<file path="src/rtl/onchip_mem_stream_loader_pkg.sv">
// Shared constants and FSM state type for the on-chip RAM stream loader.
// The RAM geometry constants are also used by the RAM slave wrapper, so both
// sides agree on address width, data width and depth.
package onchip_mem_stream_loader_pkg;

  localparam int unsigned MEM_ADDR_W = 14;     // RAM word-address width
  localparam int unsigned MEM_DATA_W = 32;     // RAM data width
  localparam int unsigned MEM_DEPTH  = 10240;  // RAM depth in words
  localparam int unsigned LD_CNT_W   = 15;     // job word-count width (holds MEM_DEPTH)

  typedef enum logic [1:0] {
    S_IDLE  = 2'd0,
    S_LOAD  = 2'd1,
    S_FLUSH = 2'd2,
    S_DONE  = 2'd3
  } ld_state_t;

endpackage

</file>
<file path="src/rtl/onchip_mem_stream_loader.sv">
// Stream-to-RAM loader: writes a valid/ready word stream to consecutive RAM
// words starting at a programmed base address, for a programmed word count
// (or until in_last). Address wraps DEPTH-1 -> 0.
// Ports:
//   clk, reset                 clock, synchronous active-high reset
//   start, base_addr,
//   word_count                 job request (sampled in IDLE only)
//   busy, done, cfg_err,
//   words_written              job status
//   in_data, in_valid,
//   in_last, in_ready          input word stream
//   mem_*                      RAM slave write interface (registered)
module onchip_mem_stream_loader
  import onchip_mem_stream_loader_pkg::*;
#(
  parameter int unsigned ADDR_W = MEM_ADDR_W,
  parameter int unsigned DATA_W = MEM_DATA_W,
  parameter int unsigned DEPTH  = MEM_DEPTH,
  parameter int unsigned CNT_W  = LD_CNT_W
) (
  input  logic                clk,
  input  logic                reset,
  input  logic                start,
  input  logic [ADDR_W-1:0]   base_addr,
  input  logic [CNT_W-1:0]    word_count,
  output logic                busy,
  output logic                done,
  output logic                cfg_err,
  output logic [CNT_W-1:0]    words_written,
  input  logic [DATA_W-1:0]   in_data,
  input  logic                in_valid,
  input  logic                in_last,
  output logic                in_ready,
  output logic [ADDR_W-1:0]   mem_address,
  output logic [DATA_W/8-1:0] mem_byteenable,
  output logic                mem_chipselect,
  output logic                mem_write,
  output logic [DATA_W-1:0]   mem_writedata,
  output logic                mem_clken,
  output logic                mem_reset_req
);

  ld_state_t         r_state;
  ld_state_t         w_state_nxt;

  logic [ADDR_W-1:0] r_cur_addr;
  logic [CNT_W-1:0]  r_count;
  logic [CNT_W-1:0]  r_words_written;
  logic              r_cfg_err;
  logic              r_mem_write;
  logic [ADDR_W-1:0] r_mem_address;
  logic [DATA_W-1:0] r_mem_writedata;

  logic              w_cfg_bad;
  logic              w_accept;
  logic              w_final;
  logic [ADDR_W-1:0] w_addr_nxt;
  logic [CNT_W-1:0]  w_ww_inc;

  assign w_cfg_bad  = (word_count > CNT_W'(DEPTH)) || (base_addr >= ADDR_W'(DEPTH));
  assign w_accept   = (r_state == S_LOAD) && in_valid;
  assign w_ww_inc   = r_words_written + CNT_W'(1);
  // Beat being accepted now is the count-th word of the job.
  assign w_final    = (w_ww_inc == r_count);
  // Depth is not a power of two, so wrap by explicit compare.
  assign w_addr_nxt = (r_cur_addr == ADDR_W'(DEPTH - 1)) ? '0 : r_cur_addr + ADDR_W'(1);

  always_ff @(posedge clk) begin
    if (reset) r_state <= S_IDLE;
    else       r_state <= w_state_nxt;
  end

  always_comb begin
    w_state_nxt = r_state;
    in_ready    = 1'b0;
    busy        = 1'b0;
    done        = 1'b0;
    case (r_state)
      S_IDLE: begin
        if (start && !w_cfg_bad) begin
          if (word_count == '0) w_state_nxt = S_DONE;
          else                  w_state_nxt = S_LOAD;
        end
      end
      S_LOAD: begin
        in_ready = 1'b1;
        busy     = 1'b1;
        if (w_accept && (in_last || w_final)) w_state_nxt = S_FLUSH;
      end
      S_FLUSH: begin
        busy        = 1'b1;
        w_state_nxt = S_DONE;
      end
      S_DONE: begin
        done        = 1'b1;
        w_state_nxt = S_IDLE;
      end
      default: w_state_nxt = S_IDLE;
    endcase
  end

  always_ff @(posedge clk) begin
    if (reset) begin
      r_cur_addr      <= '0;
      r_count         <= '0;
      r_words_written <= '0;
      r_cfg_err       <= 1'b0;
      r_mem_write     <= 1'b0;
      r_mem_address   <= '0;
      r_mem_writedata <= '0;
    end else begin
      // Write strobe is a one-cycle pulse per accepted beat.
      r_mem_write <= 1'b0;
      if ((r_state == S_IDLE) && start) begin
        if (w_cfg_bad) begin
          r_cfg_err <= 1'b1;
        end else begin
          r_cfg_err       <= 1'b0;
          r_words_written <= '0;
          r_cur_addr      <= base_addr;
          r_count         <= word_count;
        end
      end
      if (w_accept) begin
        r_mem_write     <= 1'b1;
        r_mem_address   <= r_cur_addr;
        r_mem_writedata <= in_data;
        r_cur_addr      <= w_addr_nxt;
        r_words_written <= w_ww_inc;
      end
    end
  end

  assign cfg_err        = r_cfg_err;
  assign words_written  = r_words_written;
  assign mem_write      = r_mem_write;
  assign mem_chipselect = r_mem_write;
  assign mem_address    = r_mem_address;
  assign mem_writedata  = r_mem_writedata;
  assign mem_byteenable = '1;
  assign mem_clken      = 1'b1;
  assign mem_reset_req  = 1'b0;

endmodule
</file>
<file path="config.mk">
export PLATFORM = sky130hd
export DESIGN_NAME = onchip_mem_stream_loader
export DESIGN_NICKNAME = d
export VERILOG_FILES = /design/src/rtl/onchip_mem_stream_loader_pkg.sv /design/src/rtl/onchip_mem_stream_loader.sv
export SDC_FILE = /design/constraint.sdc
export NUM_CORES = 1
export LEC_CHECK = 0
export ABC_AREA = 1
export CORE_MARGIN = 4
export CORE_UTILIZATION = 47
export CTS_CLUSTER_DIAMETER = 120
export DETAILED_ROUTE_END_ITERATION = 8
export MAX_ROUTING_LAYER = met4
export PLACE_DENSITY_LB_ADDON = 0.1
export SLEW_MARGIN = 20
export SYNTH_ARGS = -nofsm -noshare
export SYNTH_HDL_FRONTEND = slang
export SYNTH_SLANG_ARGS = --single-unit
</file>
<file path="constraint.sdc">
create_clock -name clk -period 2.35 [get_ports clk]
set_clock_uncertainty 0.05 [all_clocks]
set_input_delay 0.235 -clock clk [delete_from_list [all_inputs] [get_ports clk]]
set_output_delay 0.235 -clock clk [all_outputs]
set_load 0.01 [all_outputs]
</file>
[Word level (Yosys, flattened, before mapping)]
Cells that the tools add are included.
Widths: inputs -> output; s select.
Word-level totals
  word-level logic and storage cells: 51
  bits of input ports: 66
  register bits after elaboration: 94
Cells by class
  magnitude comparators: 2
  reductions and logical operators: 14
  mux-type cells: 16
  bitwise operators: 1
  equality and inequality tests: 8
  add/subtract/negate cells: 2
Operators by type and width (count)
  $mux 14: 4
  $mux 15: 3
  $add 15x1->15 const B: 1
  $eq 15x15->1: 1
  $gt 15x14->1 const B: 1
  $logic_not 15->1: 1
  $add 14x1->14 const B: 1
  $eq 14x14->1 const B: 1
  $ge 14x14->1 const B: 1
  $pmux 2 s4: 1
  $mux 2: 3
  $reduce_and 2->1: 3
  $mux 1: 5
  $eq 2x2->1 const B: 2
  $logic_and 1x1->1: 4
  $ne 2x1->1 const B: 2
  $eq 2x1->1 const B: 1
  $logic_not 2->1: 1
  $logic_or 1x1->1: 2
  $ne 2x2->1 const B: 1
  $reduce_bool 2->1: 1
  $reduce_or 2->1: 1
  $logic_not 1->1: 1
  $not 1->1: 1

[Longest topological paths before layout]
  word-level depth: 6
  mapped depth: 18

[Least setup slack after synthesis]
OpenSTA, ideal clock, no wires.
  path kind: register -> register
  start point: register r_words_written[0] (netlist: words_written[0])
  end point: register r_state[0]
  setup time: 0.115 ns
  stages on the path, launching flop included: 17
  data arrival time: 1.763 ns
  setup slack: 0.422 ns
  data required time: 2.185 ns
  period minus slack after synthesis: 1.928 ns
  path through: dfxtp_1 -> ha_1 -> nand2_2 -> nor2_4 -> nand2_4 -> nor2_2 -> nand2_1 -> nand3_1 -> nand2_1 -> nor2_1 -> nand3_1 -> nand2_1 -> nand2_1 -> nand2_2 -> nand3_1 -> nand2_1 -> nor2_1
Between the ends
  longest elaborated chain between the ends: 6
RTL lines
  start: declaration: line onchip_mem_stream_loader.sv:48  | logic [CNT_W-1:0] r_words_written;
  start signal: assignment: line onchip_mem_stream_loader.sv:129  | r_words_written <= w_ww_inc;
  $add 15x1->15: line onchip_mem_stream_loader.sv:62  | assign w_ww_inc = r_words_written + CNT_W'(1);
  $eq 15x15->1: line onchip_mem_stream_loader.sv:64  | assign w_final = (w_ww_inc == r_count);
  $logic_or 1x1->1: line onchip_mem_stream_loader.sv:88  | if (w_accept && (in_last || w_final)) w_state_nxt = S_FLUSH;
  $logic_and 1x1->1: line onchip_mem_stream_loader.sv:88
  $ne 2x1->1 (no source line)
  $reduce_and 2->1 (no source line)
  end signal: assignment: line onchip_mem_stream_loader.sv:70  | else r_state <= w_state_nxt;
  end: declaration: line onchip_mem_stream_loader.sv:43  | ld_state_t r_state;
No other way between the ends.
A chain may end at the register's enable or synchronous reset.

[Final worst setup path]
  start point: register r_words_written[1] (netlist: words_written[1])
  end point: register r_state[1]
The elaborated chain is that of the path after synthesis.

==> impl_metrics.tcl <==
set metrics [dict create \
    status "complete, no violations" \
    finalCriticalPeriod_ns 2.16 \
    place.port_buffers 132 \
    arrival_ns 2.36 \
    yosysTopAreaCell "dfxtp_1" \
    yosysSeqAreaShare_pct 41.2 \
    drt-total-wl_um 12800 \
    yosys-top-cells-area "dfxtp_1 (41%), o21ai_0 (9.2%), nor2_1 (9.0%)" \
    ir_drop_mv 0.440 \
    final_util_pct 67.5 \
    achievable-frequency_ghz 0.463 \
    end_kind "register" \
    insertion_delay_ns 0.36 \
    critPathLaunchType "register" \
    cts.sinks 94 \
    antenna_found_initial 0 \
    post-route-period-util_pct 92.0 \
    ys.flop_type "dfxtp_1" \
    cts_tree "yes" \
    final_layout_size_suffix_gt1_share_pct 8.56 \
    hold_path_class "input pin to register" \
    p_per_area_nw_per_um2 756 \
    criticalPathCategory "register to register" \
    routed_via_density 5.10 \
    dpl_cell_area_um2 6060 \
    hold_viol 0 \
    syn2layout_area_growth_pct 37.9 \
    cp.required_ns 2.55 \
    synth_top_area_share_pct 41.2 \
    fin_nets 851 \
    cp_max_fo 5 \
    htreeDepth 3 \
    grt_max_degree 78 \
    die_y_um 107 \
    dp_hpwl_um 9550 \
    synthCells 644 \
    cap_violations 0 \
    drtIter0Drc 216 \
    row_count 35 \
    drv_slew 0 \
    relSlewSlack_pct 61.7 \
    synth_warnings 0 \
    synthArstFlopShare_pct 0 \
    setup_viol 0 \
    vias 4654 \
    synth_common_cells "nor2_1 (109), nand2_1 (99), dfxtp_1 (94)" \
    start_util_pct 48.9 \
    die_w_um 107 \
    hp-start "base_addr[10]" \
    grt_pass1_wl_um 21000 \
    syn_area_per_cell_um2 7.09 \
    cts_buffers 9 \
    p_leak_nw 2.41 \
    ant_nets 0 \
    yosysMostFrequentCell "nor2_1" \
    die-area_um2 11400 \
    clockBufferDepth 2 \
    grtUsageTotal_pct 23.2 \
    synth_edf_count 0 \
    antenna_cells 0 \
    place_congestion 0.922 \
    clockRootBuffer "clkbuf_8" \
    ys_seq_elements 94 \
    grt_pass1_vias 4536 \
    path_clk_slew_ns 0.09 \
    ioPinCount 139 \
    first_pass_iters 5 \
    crit_start "words_written[1]" \
    r2r-start "words_written[1]" \
    tightest_slew_ns 0.568 \
    grt_overflow_total 0 \
    netlist_area_um2 4560 \
    core_um2 9330 \
    wl_per_cell_um 14.0 \
    stdcell_area_um2 6290 \
    synth.distinct_cells 40 \
    drc 0 \
]
[placed cells by master (no fill, tap or decap), drive strengths merged]
cell type / instances
a211oi: 5
a21oi: 50
a31oi: 1
a32o: 1
buf: 24
bufinv: 1
clkbuf: 13
clkdlybuf4s50: 132
clkinv: 2
clkinvlp: 1
conb: 6
dfxtp: 94
ha: 7
inv: 49
nand2: 106
nand3: 50
nand3b: 4
nand4: 7
nor2: 118
nor3: 6
nor4: 4
o21ai: 86
o21bai: 2
o31ai: 2
or2: 1
or3: 1
xnor2: 3
xor2: 6
xor3: 1
[layer usage]
metal  track usage (%)  wire length [um]
met5                 -                 0
met4              8.68               301
met3              5.28               886
met2              39.1              6300
met1              27.2              5300
[worst max-delay path, cell delays in order, from the launching register on]
cell and delay, ns:
dfxtp_2 0.38, ha_1 0.21, nand2_4 0.10, nor2_4 0.18, buf_4 0.14, nand2_4 0.06, nor2_2 0.10, nand2_1 0.08
nand3_1 0.09, nand2_1 0.06, nor2_1 0.11, nand3_1 0.11, nand2_1 0.07, nand2_1 0.05, nand2_2 0.08, nand3_1 0.07
nand2_1 0.06, nor2_1 0.04
[per-stage QoR]
step | setup slack, ns | total power, mW | hold WS [ns] | TNS (ns) | instances
global route | -0.0122 | 5.07 | 0.411 | -0.0192 | 912
global placement | 0.00610 | 3.63 | 0.390 | 0 | 894
detailed placement | -0.00805 | 3.68 | 0.408 | -0.00805 | 894
floorplan | 0.422 | 2.92 | 0.320 | 0 | 648
CTS | 0.145 | 4.78 | 0.398 | 0 | 910
finish | 0.189 | 4.75 | 0.410 | 0 | 912
[sequential cells by signal (all words and copies together), names as in the netlist]
name            flops
r_state             2
mem_writedata      32
words_written      15
mem_address        14
r_cur_addr         14
mem_chipselect      1
cfg_err             1
r_count            15
[what timing repair did]
action,4_1_cts,5_1_grt
setup buffers,0,2
setup endpoints to repair,0,3
resized for setup,0,6
endpoints found under the hold margin,0,0
hold buffers,0,0
[path summary, 6_finish.rpt]
path         depth (start not counted)             end  slack (ns)
min                                  3  r_cur_addr[10]        0.41
max reg2reg                         17      r_state[1]        0.19
min reg2reg                          2     r_count[14]        0.42
max                                 17      r_state[1]        0.19
[power by group]
| part | total, mW | leakage, nW | internal [mW] | switching [mW] |
|---|---|---|---|---|
| clock | 1.11 | 0.0996 | 0.550 | 0.555 |
| combinational | 1.61 | 1.54 | 0.766 | 0.849 |
| sequential | 2.03 | 0.767 | 1.86 | 0.174 |
| total | 4.75 | 2.41 | 3.18 | 1.58 |
[layout make-up]
type / instances / area (um2)
repair buffers: 156 / 1530
flip-flops and latches: 94 / 1880
clock buffers: 13 / 159
multi-input cells: 467 / 2330
fillers: 849 / 3040
clock inverters: 3 / 42.5
well taps: 129 / 161
inverters: 50 / 188
[kinds of logic (layout without fill, tap and decap cells)]
group           count (synthesis)  after routing  synth area share [%]
xor+xnor                       10             10                  2.25
simple gates                  297            297                  28.8
fa+ha+maj                       7              7                  1.92
other cells                     2              6                 0.165
buf+inv                        87            222                  8.36
compound gates                147            147                  17.2
flops                          94             94                  41.2
(Power assumes the default switching activity.)
